<file path="config.mk">
export PLATFORM = sky130hd
export DESIGN_NAME = multicycle_control
export DESIGN_NICKNAME = d
export VERILOG_FILES = /design/src/rtl/multicycle_control_pkg.sv /design/src/rtl/instr_decoder.sv /design/src/rtl/multicycle_control.sv
export SDC_FILE = /design/constraint.sdc
export NUM_CORES = 1
export LEC_CHECK = 0
export BUFFER_PORTS_ARGS = -buffer_cell sky130_fd_sc_hd__buf_2
export CAP_MARGIN = 20
export CELL_PAD_IN_SITES_DETAIL_PLACEMENT = 1
export CELL_PAD_IN_SITES_GLOBAL_PLACEMENT = 2
export CORE_UTILIZATION = 27
export CTS_CLUSTER_DIAMETER = 40
export CTS_CLUSTER_SIZE = 12
export DETAILED_ROUTE_END_ITERATION = 6
export PLACE_DENSITY = 0.8
export SYNTH_ARGS = -nofsm -noshare
export SYNTH_HDL_FRONTEND = slang
export SYNTH_SLANG_ARGS = --single-unit
</file>
<file path="constraint.sdc">
create_clock -name clk -period 2.5 [get_ports clk]
set_input_delay 0 -clock clk [delete_from_list [all_inputs] [get_ports clk]]
set_output_delay 0 -clock clk [all_outputs]
set_load 0.03 [all_outputs]
</file>
<file path="src/rtl/multicycle_control_pkg.sv">
`default_nettype none
// ============================================================================
// Module  : multicycle_control_pkg
// Purpose : Shared definitions for the multicycle control unit: instruction
//           opcode/funct constants, ALU operation codes, FSM state encoding
//           and the decoded instruction class.
// Ports   : none (package)
// Rev     : 1.0  initial release
// ============================================================================
package multicycle_control_pkg;

  // Primary opcodes, IR[31:26]
  localparam logic [5:0] OP_RTYPE = 6'h00;
  localparam logic [5:0] OP_J     = 6'h02;
  localparam logic [5:0] OP_JAL   = 6'h03;
  localparam logic [5:0] OP_BEQ   = 6'h04;
  localparam logic [5:0] OP_BNE   = 6'h05;
  localparam logic [5:0] OP_ADDI  = 6'h08;
  localparam logic [5:0] OP_XORI  = 6'h0E;
  localparam logic [5:0] OP_LW    = 6'h23;
  localparam logic [5:0] OP_SW    = 6'h2B;

  // R-type function codes, IR[5:0]
  localparam logic [5:0] F_ADD = 6'h20;
  localparam logic [5:0] F_SUB = 6'h22;
  localparam logic [5:0] F_SLT = 6'h2A;

  // ALU operation codes
  localparam logic [2:0] ALU_ADD = 3'd0;
  localparam logic [2:0] ALU_SUB = 3'd1;
  localparam logic [2:0] ALU_XOR = 3'd2;
  localparam logic [2:0] ALU_SLT = 3'd3;

  // Controller states
  typedef enum logic [2:0] {
    S_FETCH  = 3'd0,
    S_IRLOAD = 3'd1,
    S_DECODE = 3'd2,
    S_EXEC   = 3'd3,
    S_MEM    = 3'd4,
    S_WB     = 3'd5,
    S_HALT   = 3'd6
  } state_e;

  // Instruction class, selects the path through the FSM
  typedef enum logic [2:0] {
    CLS_ILLEGAL = 3'd0,
    CLS_J       = 3'd1,
    CLS_JAL     = 3'd2,
    CLS_BRANCH  = 3'd3,
    CLS_ALU     = 3'd4,
    CLS_LW      = 3'd5,
    CLS_SW      = 3'd6
  } iclass_e;

endpackage
`default_nettype wire

</file>
<file path="src/rtl/instr_decoder.sv">
`default_nettype none
// ============================================================================
// Module  : instr_decoder
// Purpose : Purely combinational decode of the latched instruction fields
//           into an instruction class and the static datapath controls.
// Ports   : opcode_i    - IR[31:26]
//           funct_i     - IR[5:0]
//           rt_i, rd_i  - IR[20:16], IR[15:11]
//           iclass_o    - decoded instruction class (CLS_ILLEGAL if unknown)
//           is_bne_o    - branch polarity (1 = branch when not zero)
//           alu_op_o    - ALU operation code
//           alu_src_o   - 1 selects extended immediate as ALU operand B
//           imm_zext_o  - 1 zero-extends the immediate
//           reg_waddr_o - register-file write address
// Rev     : 1.0  initial release
// ============================================================================
module instr_decoder
  import multicycle_control_pkg::*;
#(
  parameter logic [4:0] LINK_REG = 5'd31
) (
  input  logic [5:0] opcode_i,
  input  logic [5:0] funct_i,
  input  logic [4:0] rt_i,
  input  logic [4:0] rd_i,
  output iclass_e    iclass_o,
  output logic       is_bne_o,
  output logic [2:0] alu_op_o,
  output logic       alu_src_o,
  output logic       imm_zext_o,
  output logic [4:0] reg_waddr_o
);

  always_comb begin
    iclass_o    = CLS_ILLEGAL;
    is_bne_o    = 1'b0;
    alu_op_o    = ALU_ADD;
    alu_src_o   = 1'b0;
    imm_zext_o  = 1'b0;
    reg_waddr_o = rt_i;

    case (opcode_i)
      OP_RTYPE: begin
        reg_waddr_o = rd_i;
        case (funct_i)
          F_ADD: begin iclass_o = CLS_ALU; alu_op_o = ALU_ADD; end
          F_SUB: begin iclass_o = CLS_ALU; alu_op_o = ALU_SUB; end
          F_SLT: begin iclass_o = CLS_ALU; alu_op_o = ALU_SLT; end
          default: iclass_o = CLS_ILLEGAL;
        endcase
      end
      OP_J:   iclass_o = CLS_J;
      OP_JAL: begin
        iclass_o    = CLS_JAL;
        reg_waddr_o = LINK_REG;
      end
      OP_ADDI: begin
        iclass_o  = CLS_ALU;
        alu_src_o = 1'b1;
      end
      OP_XORI: begin
        iclass_o   = CLS_ALU;
        alu_op_o   = ALU_XOR;
        alu_src_o  = 1'b1;
        imm_zext_o = 1'b1;
      end
      OP_LW: begin
        iclass_o  = CLS_LW;
        alu_src_o = 1'b1;
      end
      OP_SW: begin
        iclass_o  = CLS_SW;
        alu_src_o = 1'b1;
      end
      // Branches compare by subtraction; alu_zero then reports equality
      OP_BEQ: begin
        iclass_o = CLS_BRANCH;
        alu_op_o = ALU_SUB;
      end
      OP_BNE: begin
        iclass_o = CLS_BRANCH;
        alu_op_o = ALU_SUB;
        is_bne_o = 1'b1;
      end
      default: iclass_o = CLS_ILLEGAL;
    endcase
  end

endmodule
`default_nettype wire

</file>
<file path="src/rtl/multicycle_control.sv">
`default_nettype none
// ============================================================================
// Module  : multicycle_control
// Purpose : Multicycle controller for a small MIPS-like core. Sequences
//           FETCH/IRLOAD/DECODE/EXEC/MEM/WB, latches the instruction into
//           IR and drives datapath strobes; illegal encodings halt the core.
// Ports   : clk, reset_n         - clock, synchronous active-low reset
//           instr, alu_zero      - fetched instruction, ALU zero flag
//           write_pc             - PC update strobe (one per retired instr)
//           is_branch, is_jump   - next-PC source selects
//           branch_addr,jump_addr- IR immediate / target fields
//           rs, rt, reg_waddr    - register-file addresses
//           reg_we, mem_we       - write strobes
//           alu_src, imm_zext, alu_op - ALU controls
//           mem_to_reg, link     - writeback source selects
//           halted               - illegal instruction seen
//           retired              - completed-instruction counter
// Rev     : 1.0  initial release
// ============================================================================
module multicycle_control
  import multicycle_control_pkg::*;
#(
  parameter logic [4:0] LINK_REG = 5'd31,
  parameter int         COUNT_W  = 32
) (
  input  logic               clk,
  input  logic               reset_n,
  input  logic [31:0]        instr,
  input  logic               alu_zero,
  output logic               write_pc,
  output logic               is_branch,
  output logic               is_jump,
  output logic [15:0]        branch_addr,
  output logic [25:0]        jump_addr,
  output logic [4:0]         rs,
  output logic [4:0]         rt,
  output logic [4:0]         reg_waddr,
  output logic               reg_we,
  output logic               alu_src,
  output logic               imm_zext,
  output logic [2:0]         alu_op,
  output logic               mem_we,
  output logic               mem_to_reg,
  output logic               link,
  output logic               halted,
  output logic [COUNT_W-1:0] retired
);

  state_e             state_q, state_d;
  logic [31:0]        ir_q;
  logic [COUNT_W-1:0] retired_q;

  iclass_e            iclass;
  logic               is_bne;

  // Everything below DECODE is driven from IR so that the fetch memory may
  // already present the next word while this instruction completes.
  instr_decoder #(
    .LINK_REG (LINK_REG)
  ) u_instr_decoder (
    .opcode_i    (ir_q[31:26]),
    .funct_i     (ir_q[5:0]),
    .rt_i        (ir_q[20:16]),
    .rd_i        (ir_q[15:11]),
    .iclass_o    (iclass),
    .is_bne_o    (is_bne),
    .alu_op_o    (alu_op),
    .alu_src_o   (alu_src),
    .imm_zext_o  (imm_zext),
    .reg_waddr_o (reg_waddr)
  );

  assign rs          = ir_q[25:21];
  assign rt          = ir_q[20:16];
  assign branch_addr = ir_q[15:0];
  assign jump_addr   = ir_q[25:0];
  assign halted      = (state_q == S_HALT);
  assign retired     = retired_q;

  always_ff @(posedge clk) begin
    if (!reset_n) begin
      state_q   <= S_FETCH;
      ir_q      <= '0;
      retired_q <= '0;
    end else begin
      state_q <= state_d;
      if (state_q == S_IRLOAD) begin
        ir_q <= instr;
      end
      // write_pc marks the final cycle of every instruction
      if (write_pc) begin
        retired_q <= retired_q + COUNT_W'(1);
      end
    end
  end

  always_comb begin
    state_d    = state_q;
    write_pc   = 1'b0;
    is_branch  = 1'b0;
    is_jump    = 1'b0;
    reg_we     = 1'b0;
    mem_we     = 1'b0;
    mem_to_reg = 1'b0;
    link       = 1'b0;

    case (state_q)
      S_FETCH:  state_d = S_IRLOAD;
      S_IRLOAD: state_d = S_DECODE;
      S_DECODE: begin
        case (iclass)
          CLS_J: begin
            write_pc = 1'b1;
            is_jump  = 1'b1;
            state_d  = S_FETCH;
          end
          CLS_JAL: begin
            write_pc = 1'b1;
            is_jump  = 1'b1;
            reg_we   = 1'b1;
            link     = 1'b1;
            state_d  = S_FETCH;
          end
          CLS_ILLEGAL: state_d = S_HALT;
          default:     state_d = S_EXEC;
        endcase
      end
      S_EXEC: begin
        case (iclass)
          CLS_BRANCH: begin
            write_pc  = 1'b1;
            // Only live-input path: the branch decision needs this cycle's compare
            is_branch = is_bne ? ~alu_zero : alu_zero;
            state_d   = S_FETCH;
          end
          CLS_LW, CLS_SW: state_d = S_MEM;
          default:        state_d = S_WB;
        endcase
      end
      S_MEM: begin
        if (iclass == CLS_SW) begin
          mem_we   = 1'b1;
          write_pc = 1'b1;
          state_d  = S_FETCH;
        end else begin
          state_d = S_WB;
        end
      end
      S_WB: begin
        reg_we     = 1'b1;
        write_pc   = 1'b1;
        mem_to_reg = (iclass == CLS_LW);
        state_d    = S_FETCH;
      end
      S_HALT:  state_d = S_HALT;
      default: state_d = S_FETCH;
    endcase
  end

endmodule
`default_nettype wire

</file>
* After elaboration in Yosys (flattened, before gate mapping)
Index checks and enable logic that the tools add are counted.
Widths: inputs -> output; s select.
** Storage, ports and cells
- Register bits :: 67
- Bits of input ports :: 35
- Output and inout port bits :: 102
- Word-level logic and storage cells :: 61
** Operators by class
- Add/sub/neg operators :: 1
- Eq/ne operators :: 22
- Multiplexer cells :: 25
- Bitwise operators :: 1
- Reduce and logical (&&, ||, !) cells :: 9
** Operator list (number)
- $add 32x1->32 const B :: 1
- $eq 6x6->1 const B :: 5
- $pmux 3 s7 :: 1
- $pmux 3 s6 :: 1
- $eq 3x3->1 const B :: 5
- $mux 1 :: 14
- $eq 3x2->1 const B :: 4
- $eq 6x2->1 const B :: 2
- $eq 6x3->1 const B :: 2
- $eq 6x4->1 const B :: 2
- $pmux 3 s2 :: 2
- $pmux 5 s2 :: 1
- $pmux 3 s3 :: 1
- $reduce_or 2->1 :: 4
- $eq 3x1->1 const B :: 2
- $logic_not 3->1 :: 2
- $logic_not 6->1 :: 1
- $mux 3 :: 2
- $pmux 1 s4 :: 1
- $pmux 2 s2 :: 1
- $reduce_or 4->1 :: 1
- $reduce_or 3->1 :: 1
- $pmux 1 s2 :: 1
- $not 1->1 :: 1

* Depth between registers and ports, before layout
Gate-level depths: netlist of the first run.
- Depth in word-level cells :: 8
- Depth in mapped cells :: 8
- Mapped depth without buffers :: 5

* Modules after synthesis
Synthesis of the first run repeated with hierarchy kept, for this count alone.
** Second synthesis, totals
- Cells, all modules :: 479
- Area, all modules :: 3809.9 um^2
** Modules (own cells, without submodules)
- multicycle_control :: times used 1, cells each 426, area each 3490.8 um^2, seq. area each 1341.3 um^2
- instr_decoder :: times used 1, cells each 53, area each 319.1 um^2, seq. area each 0.0 um^2

* Least setup slack after synthesis of the first run
Ideal clock, no wire load.
- Kind :: register -> register
- Start point :: register retired_q[2], in the netlist retired[2]
- End point :: register retired_q[20], in the netlist retired[20]
- Library setup time :: 115 ps
- Arrival :: 2094 ps
- Data required time :: 2385 ps
- Slack :: 291 ps
- Cell stages (with the launch flop) :: 8
- Path buffers :: 2
- Period minus slack after synthesis :: 2209 ps
- Path through :: dfxtp_1 clkbuf_2 nand4_1 nor4_2 nand2_1 clkbuf_1 o31a_1 o21a_1
** Between the ends
- Word-level cells in the longest chain between the ends :: 1
** Ends and longest elaborated chain
- from (decl) :: line multicycle_control.sv:51 : logic [COUNT_W-1:0] retired_q;
- from (signal assigned) :: line multicycle_control.sv:92 : retired_q <= retired_q + COUNT_W'(1);
- $add 32x1->32 :: line multicycle_control.sv:92
Every way passes these cells.
A chain may end at the register's enable or synchronous reset.

* Worst setup path after layout of the first run
- Start point :: register ir_q[31]
- End point :: output reg_waddr[1]
** Between the ends
- Word-level cells in the longest chain between the ends :: 2
- Elaborated cells between the ends (all ways) :: 3
- Those cells by class :: eq/ne (1); mux (1); reduce/logical (1)
** Ends and longest elaborated chain
- from (decl) :: line multicycle_control.sv:50 : logic [31:0] ir_q;
- from (signal assigned) :: line multicycle_control.sv:88 : ir_q <= instr;
- $eq 6x2->1 or $logic_not 6->1 (tied branches) :: line instr_decoder.sv:42 : case (opcode_i)
- $pmux 5 s2 * :: line instr_decoder.sv:42
- to (decl) :: line multicycle_control.sv:37 : output logic [4:0] reg_waddr,
Mark *: on every way between the ends. The rest lies on a longest branch, timed or not.

==> results of run 1 <==
[metal layers]
metal | routed length [um] | up-vias
met1 | 5136 | 1772
met5 | 0 | -
met4 | 151 | 0
met2 | 6052 | 110
met3 | 590 | 13
li1 | - | 1812
[through the flow]
step	setup WS, ns	power [uW]
after floorplan	0.2911	2446
after global placement	0.2155	2666
after detailed placement	0.1811	2694
after CTS	0.001096	3939
after global routing	0.0004503	4119
final	0.1285	3897
[cell usage after synthesis (2+ instances only)]
cell | number | area (um^2)
nor3_1 | 10 | 50.05
nor3b_1 | 2 | 15.01
nand3_1 | 14 | 70.07
o21a_1 | 8 | 60.06
nor4_1 | 6 | 37.54
nor2b_1 | 2 | 12.51
nor2_1 | 11 | 41.29
or3_1 | 7 | 43.79
clkbuf_1 | 19 | 71.32
and3_1 | 3 | 18.77
xnor2_1 | 5 | 43.79
nand4_1 | 8 | 50.05
o311ai_0 | 2 | 17.52
o22a_1 | 5 | 43.79
a21oi_1 | 57 | 285.3
buf_2 | 7 | 35.03
o41ai_1 | 3 | 26.28
buf_4 | 53 | 397.9
a211oi_1 | 3 | 22.52
nand2_1 | 93 | 349.1
inv_1 | 9 | 33.78
nand2b_1 | 7 | 43.79
o31a_1 | 4 | 35.03
a31o_2 | 2 | 17.52
o211ai_1 | 3 | 22.52
dfxtp_1 | 67 | 1341
o31ai_1 | 14 | 105.1
o21ai_0 | 9 | 45.04
or4_1 | 12 | 90.09
[timing repair]
action	4_1_cts	5_1_grt
endpoints found under the setup margin	0	7
endpoints found under the hold margin	32	0
gates resized for setup	0	1
hold buffers	32	0
[power groups by stage]
| stage | logic (uW) | registers (uW) | clock network (uW) |
|---|---|---|---|
| 2_1_floorplan | 1160 | 1280 | 0 |
| 3_3_place_gp | 1330 | 1340 | 0 |
| 3_5_place_dp | 1340 | 1350 | 0 |
| 4_1_cts | 1380 | 1330 | 1230 |
| 5_1_grt | 1490 | 1350 | 1280 |
| 6_report | 1380 | 1330 | 1180 |
[path summary, 6_finish.rpt]
| kind | startpoint | endpoint | slack (ns) | depth (start not counted) |
|---|---|---|---|---|
| worst min-delay path | reset_n | retired[20] | 0.1 | 2 |
| worst max register to register | state_q[2] | retired[28] | 0.20 | 6 |
| worst min register to register | ir_q[22] | ir_q[22] | 0.47 | 2 |
| worst max-delay path | ir_q[31] | reg_waddr[1] | 0.13 | 6 |
[kinds of logic (layout without fill, tap and decap cells)]
family,after synthesis,after routing,synth area share
AND/OR/NAND/NOR,184,184,0.2590
AO/OA/AOI/OAI,114,114,0.1986
buffers and inverters,89,206,0.1507
flip-flops,67,67,0.3722
XOR/XNOR,5,5,0.01215
adder cells (fa/ha/maj),1,1,0.003472
other,1,1,0.001041
multiplexers,1,1,0.002778
[flip-flops by register name, summed over array words and instances, names as in the netlist]
signal   cells
state_q      3
retired     32
ir_q        32
[area by class of cell]
cell class	count	area (um^2)
clock buffer	9	225.2
clock inverter	7	51.30
fill	1611	8129
inverter	9	33.78
multi-input combinational	306	1728
sequential	67	1341
tap	172	215.2
timing repair buffer	181	1101
[worst register-to-register path, stage by stage, from the launching register on]
cell and delay [ns]:
dfxtp_1 0.54, nand2b_1 0.12, o31a_1 0.32, buf_4 0.16, a21bo_2 0.36, or4_1 0.58
a21oi_1 0.15
==> run_results.csv, run 1 <==
group,metric,value,unit
cells_and_area,synthToLayoutAreaGrowth,30.31,%
clock_tree,clk_path_buf_depth,2,
cells_and_area,final_util,0.3661,
setup_path,critPathRequiredTime,2.50,ns
pwr,p_seq_frac,0.341,
pwr,power_density,830.0,nW/um^2
clock_tree,clk_pin_slew,0.06,ns
setup_path,cp_slowest_stage_delay,0.47,ns
sta,fmax,0.4217,GHz
pwr,vdd_drop_max,0.0002447,V
global_route,grt_use_met1,0.2099,
global_route,grt_max_degree,35,
pwr,swShare,0.4103,
clock_tree,clock_sinks,67,
placement,placed_cell_area,4095,um^2
floorplanning,ios,137,
global_route,use_met3,0.04070,
run,drv_cap,0,
setup_path,start_kind,"register",
sta,period_share,0.9486,
sta,setup_tns,0,ns
floorplanning,die_w,117.5,um
pwr,pwr-share-clk,0.303,
floorplanning,num_rows,41,
setup_path,worstPathArrival,2.37,ns
setup_path,cpLargestDelayFamily,"simple AND/OR/NAND/NOR gates",
floorplanning,die_height,117.5,um
cells_and_area,layout_commonest_cell,"buf_2",
drt,dr.pass1.iters,4,
clock_tree,cts_buffers,9,
setup_path,crit_buf_inv,2,
status,status,"complete, no violations",
global_route,grt_usage,0.1773,
setup_path,cp_max_fo,8,
drt,drc,0,
clock_tree,clk_latency,0.34,ns
cells_and_area,diodes,0,
pwr,cellLeakagePower,0.001998,uW
sta,worst_hold_slack,0.09555,ns
synth,synthArstFlopShare,0,
setup_path,path_cells,"or3_1 -> or4_4 -> buf_4 -> nand2_1 -> o22a_1 -> buf_2",
placement,dp_hpwl,8337,um
synth,yosysWarnings,0,
cells_and_area,fin_cells,751,
clock_tree,cts_tree,"built",
sta,finalSetupViolations,0,
clock_tree,ctsHtreeMaxLevel,3,
pwr,p_int,2298,uW
synth,avgSynthCellArea,7.800,um^2
floorplanning,core_area,12820,um^2
setup_path,slowest_stage,"or4_4",
hold_path,hold_class,"in -> reg",
global_route,antenna_found_initial,0,
global_route,grt_busiest_layer,"met2",
drt,drtAntennaViolNets,0,
global_route,grt_pass1_vias,3799,
placement,port_buffers,135,
sta,max-slew-margin-rel,0.5077,
floorplanning,start_util,0.2810,
synth,ys_types,46,
synth,synth_cells,462,
synth,synth-seq-area-share,0.3722,
setup_path,crit_type,"reg -> out",
drt,wl,11930,um
global_route,global_route.overflow_total,0,
drt,vias,3707,
cells_and_area,nets,610,
synth,synth_nets,498,
placement,dpl.cell_count,703,
sta,hold_violations,0,
sta,fin_skew,0.009550,ns
drt,wl_per_cell,15.89,um
sta,period_needed,2.371,ns
setup_path,critPathCaptureType,"primary output",
clock_tree,postCtsSetupBuffers,0,
cells_and_area,drive_gt1_frac,0.3022,
global_route,met2_usage,0.3143,
pwr,comb_power_share,0.355,
synth,ys.flop_type,"dfxtp_1",
drt,drt_iter0_markers,142,
sta,worst_pin_slew,0.7385,ns
synth,ys_ff_latch,67,
cells_and_area,final_cell_mix,"buf_2 (135), nand2_1 (93), dfxtp_1 (67)",
floorplanning,fp.dieArea,13810,um^2
clock_tree,cts-root-buf,"clkbuf_16",
global_route,grt_pass1_wl,19670,um
pwr,p_sw,1599,uW
sta,rsz0062_at_grt,"false",
cells_and_area,fin_area,4696,um^2
drt,via_per_inst,4.936,
synth,synth-edff-count,0,
synth,netlist_area,3603,um^2
sta,slew_viol_final,0,
placement,globalplace.congestion,0.8713,
Note: power is estimated with default switching activity, not from simulation.
==> run 2: changes to the inputs <==
Settings changed: BUFFER_PORTS_ARGS -buffer_cell sky130_fd_sc_hd__buf_2 to -buffer_cell sky130_fd_sc_hd__buf_4.
==> run_results.csv, run 2 (synthesized netlist as in run 1, its figures left out) <==
group,metric,value,unit
status,status,"complete, no violations",
drt,drc,0,
pwr,power_density,799.1,nW/um^2
sta,period_share,0.9421,
placement,dp_hpwl,8313,um
setup_path,rrSetupSlack,0.24,ns
placement,dp_slack,0.1663,ns
clock_tree,ctsHtreeMaxLevel,3,
clock_tree,clk_pin_slew,0.05,ns
run,drv_cap,0,
setup_path,critPathCaptureType,"primary output",
global_route,grt_usage,0.1755,
placement,dpl.cell_count,701,
clock_tree,clk_path_buf_depth,2,
drt,vias,3659,
clock_tree,cts_tree,"built",
floorplanning,start_util,0.2810,
sta,max-slew-margin-rel,0.5660,
global_route,grt_max_degree,33,
drt,drtAntennaViolNets,0,
clock_tree,cts-root-buf,"clkbuf_16",
setup_path,cp_max_fo,8,
clock_tree,postCtsSetupBuffers,0,
hold_path,hold_class,"in -> reg",
cells_and_area,fin_area,5024,um^2
clock_tree,clock_sinks,67,
floorplanning,fp.dieArea,13810,um^2
floorplanning,die_w,117.5,um
pwr,cellLeakagePower,0.002019,uW
sta,rsz0062_at_grt,"false",
global_route,grt_pass1_vias,3692,
placement,globalplace.congestion,0.8297,
clock_tree,cts_buffers,9,
setup_path,start_kind,"register",
drt,wl_per_cell,15.95,um
sta,period_needed,2.355,ns
global_route,global_route.overflow_total,0,
floorplanning,ios,137,
floorplanning,die_height,117.5,um
pwr,vdd_drop_max,0.0003436,V
cells_and_area,synthToLayoutAreaGrowth,39.41,%
drt,drt_iter0_markers,144,
setup_path,critPathRequiredTime,2.50,ns
placement,port_buffers,135,
cells_and_area,fin_cells,748,
cells_and_area,diodes,0,
cells_and_area,regArea,1341,um^2
drt,via_per_inst,4.892,
cells_and_area,multi_input_area,1734,um^2
placement,placed_cell_area,4431,um^2
sta,setup_tns,0,ns
floorplanning,num_rows,41,
cells_and_area,layout_commonest_cell,"buf_4",
clock_tree,clk_latency,0.33,ns
sta,fin_skew,0.005889,ns
setup_path,worstPathArrival,2.36,ns
drt,wl,11930,um
sta,layout_setup_ws,0.1447,ns
sta,hold_violations,0,
floorplanning,core_area,12820,um^2
drt,dr.pass1.iters,6,
sta,worst_pin_slew,0.6451,ns
cells_and_area,final_cell_mix,"buf_4 (146), nand2_1 (93), dfxtp_1 (67)",
sta,slew_viol_final,0,
sta,fmax,0.4246,GHz
setup_path,crit_type,"reg -> out",
cells_and_area,nets,608,
global_route,antenna_found_initial,0,
cells_and_area,drive_gt1_frac,0.2969,
cells_and_area,fillCellCount,1540,
global_route,grt_pass1_wl,19350,um
sta,finalSetupViolations,0,
run 2: report_power, final:
part	leakage (uW)	internal (uW)	switching [uW]
combinational	0.00135	582	949
sequential	0.000544	1180	160
clock	0.000126	691	454
run 2: path summary, 6_finish.rpt:
check	start	to	cells after the start
max	ir_q[31]	reg_waddr[2]	6
min	reset_n	retired[7]	2
max reg2reg	state_q[2]	retired[26]	5
min reg2reg	ir_q[22]	ir_q[22]	2
run 2: critical path: stages (launching register included):
cell     delay [ns]
dfxtp_1        0.39
or3_1          0.43
or4_4          0.48
buf_4          0.19
nand2_1        0.17
o22a_1         0.19
buf_4          0.16
run 2: area by class of cell:
cell class / count / share of cell area
sequential: 67 / 0.2670
inverter: 9 / 0.006725
tap: 172 / 0.04284
timing repair buffer: 179 / 0.2859
clock buffer: 13 / 0.04981
multi-input combinational: 306 / 0.3452
clock inverter: 2 / 0.002491
run 2: metal layers:
metal | vias to the layer above | global-route usage | part of all wire
met5 | - | 0 | 0
met4 | 0 | 0.05929 | 0.015
met3 | 14 | 0.04264 | 0.054
met2 | 109 | 0.3062 | 0.49
met1 | 1737 | 0.2093 | 0.44
li1 | 1799 | - | -
run 2: through the flow:
step           power (uW)  hold slack, ns    util
2_1_floorplan        2446          0.1360       -
3_3_place_gp         2820          0.2477  0.3455
3_5_place_dp         2843          0.2584  0.3455
4_1_cts              4054         0.01480  0.3909
5_1_grt              4223         0.03457  0.3917
6_report             4014         0.02418  0.3917
run 2: repair_timing:
item / 4_1_cts / 5_1_grt
hold buffers: 32 / 0
gates resized for setup: 0 / 3
hold endpoints to repair: 32 / 0
setup endpoints to repair: 0 / 11
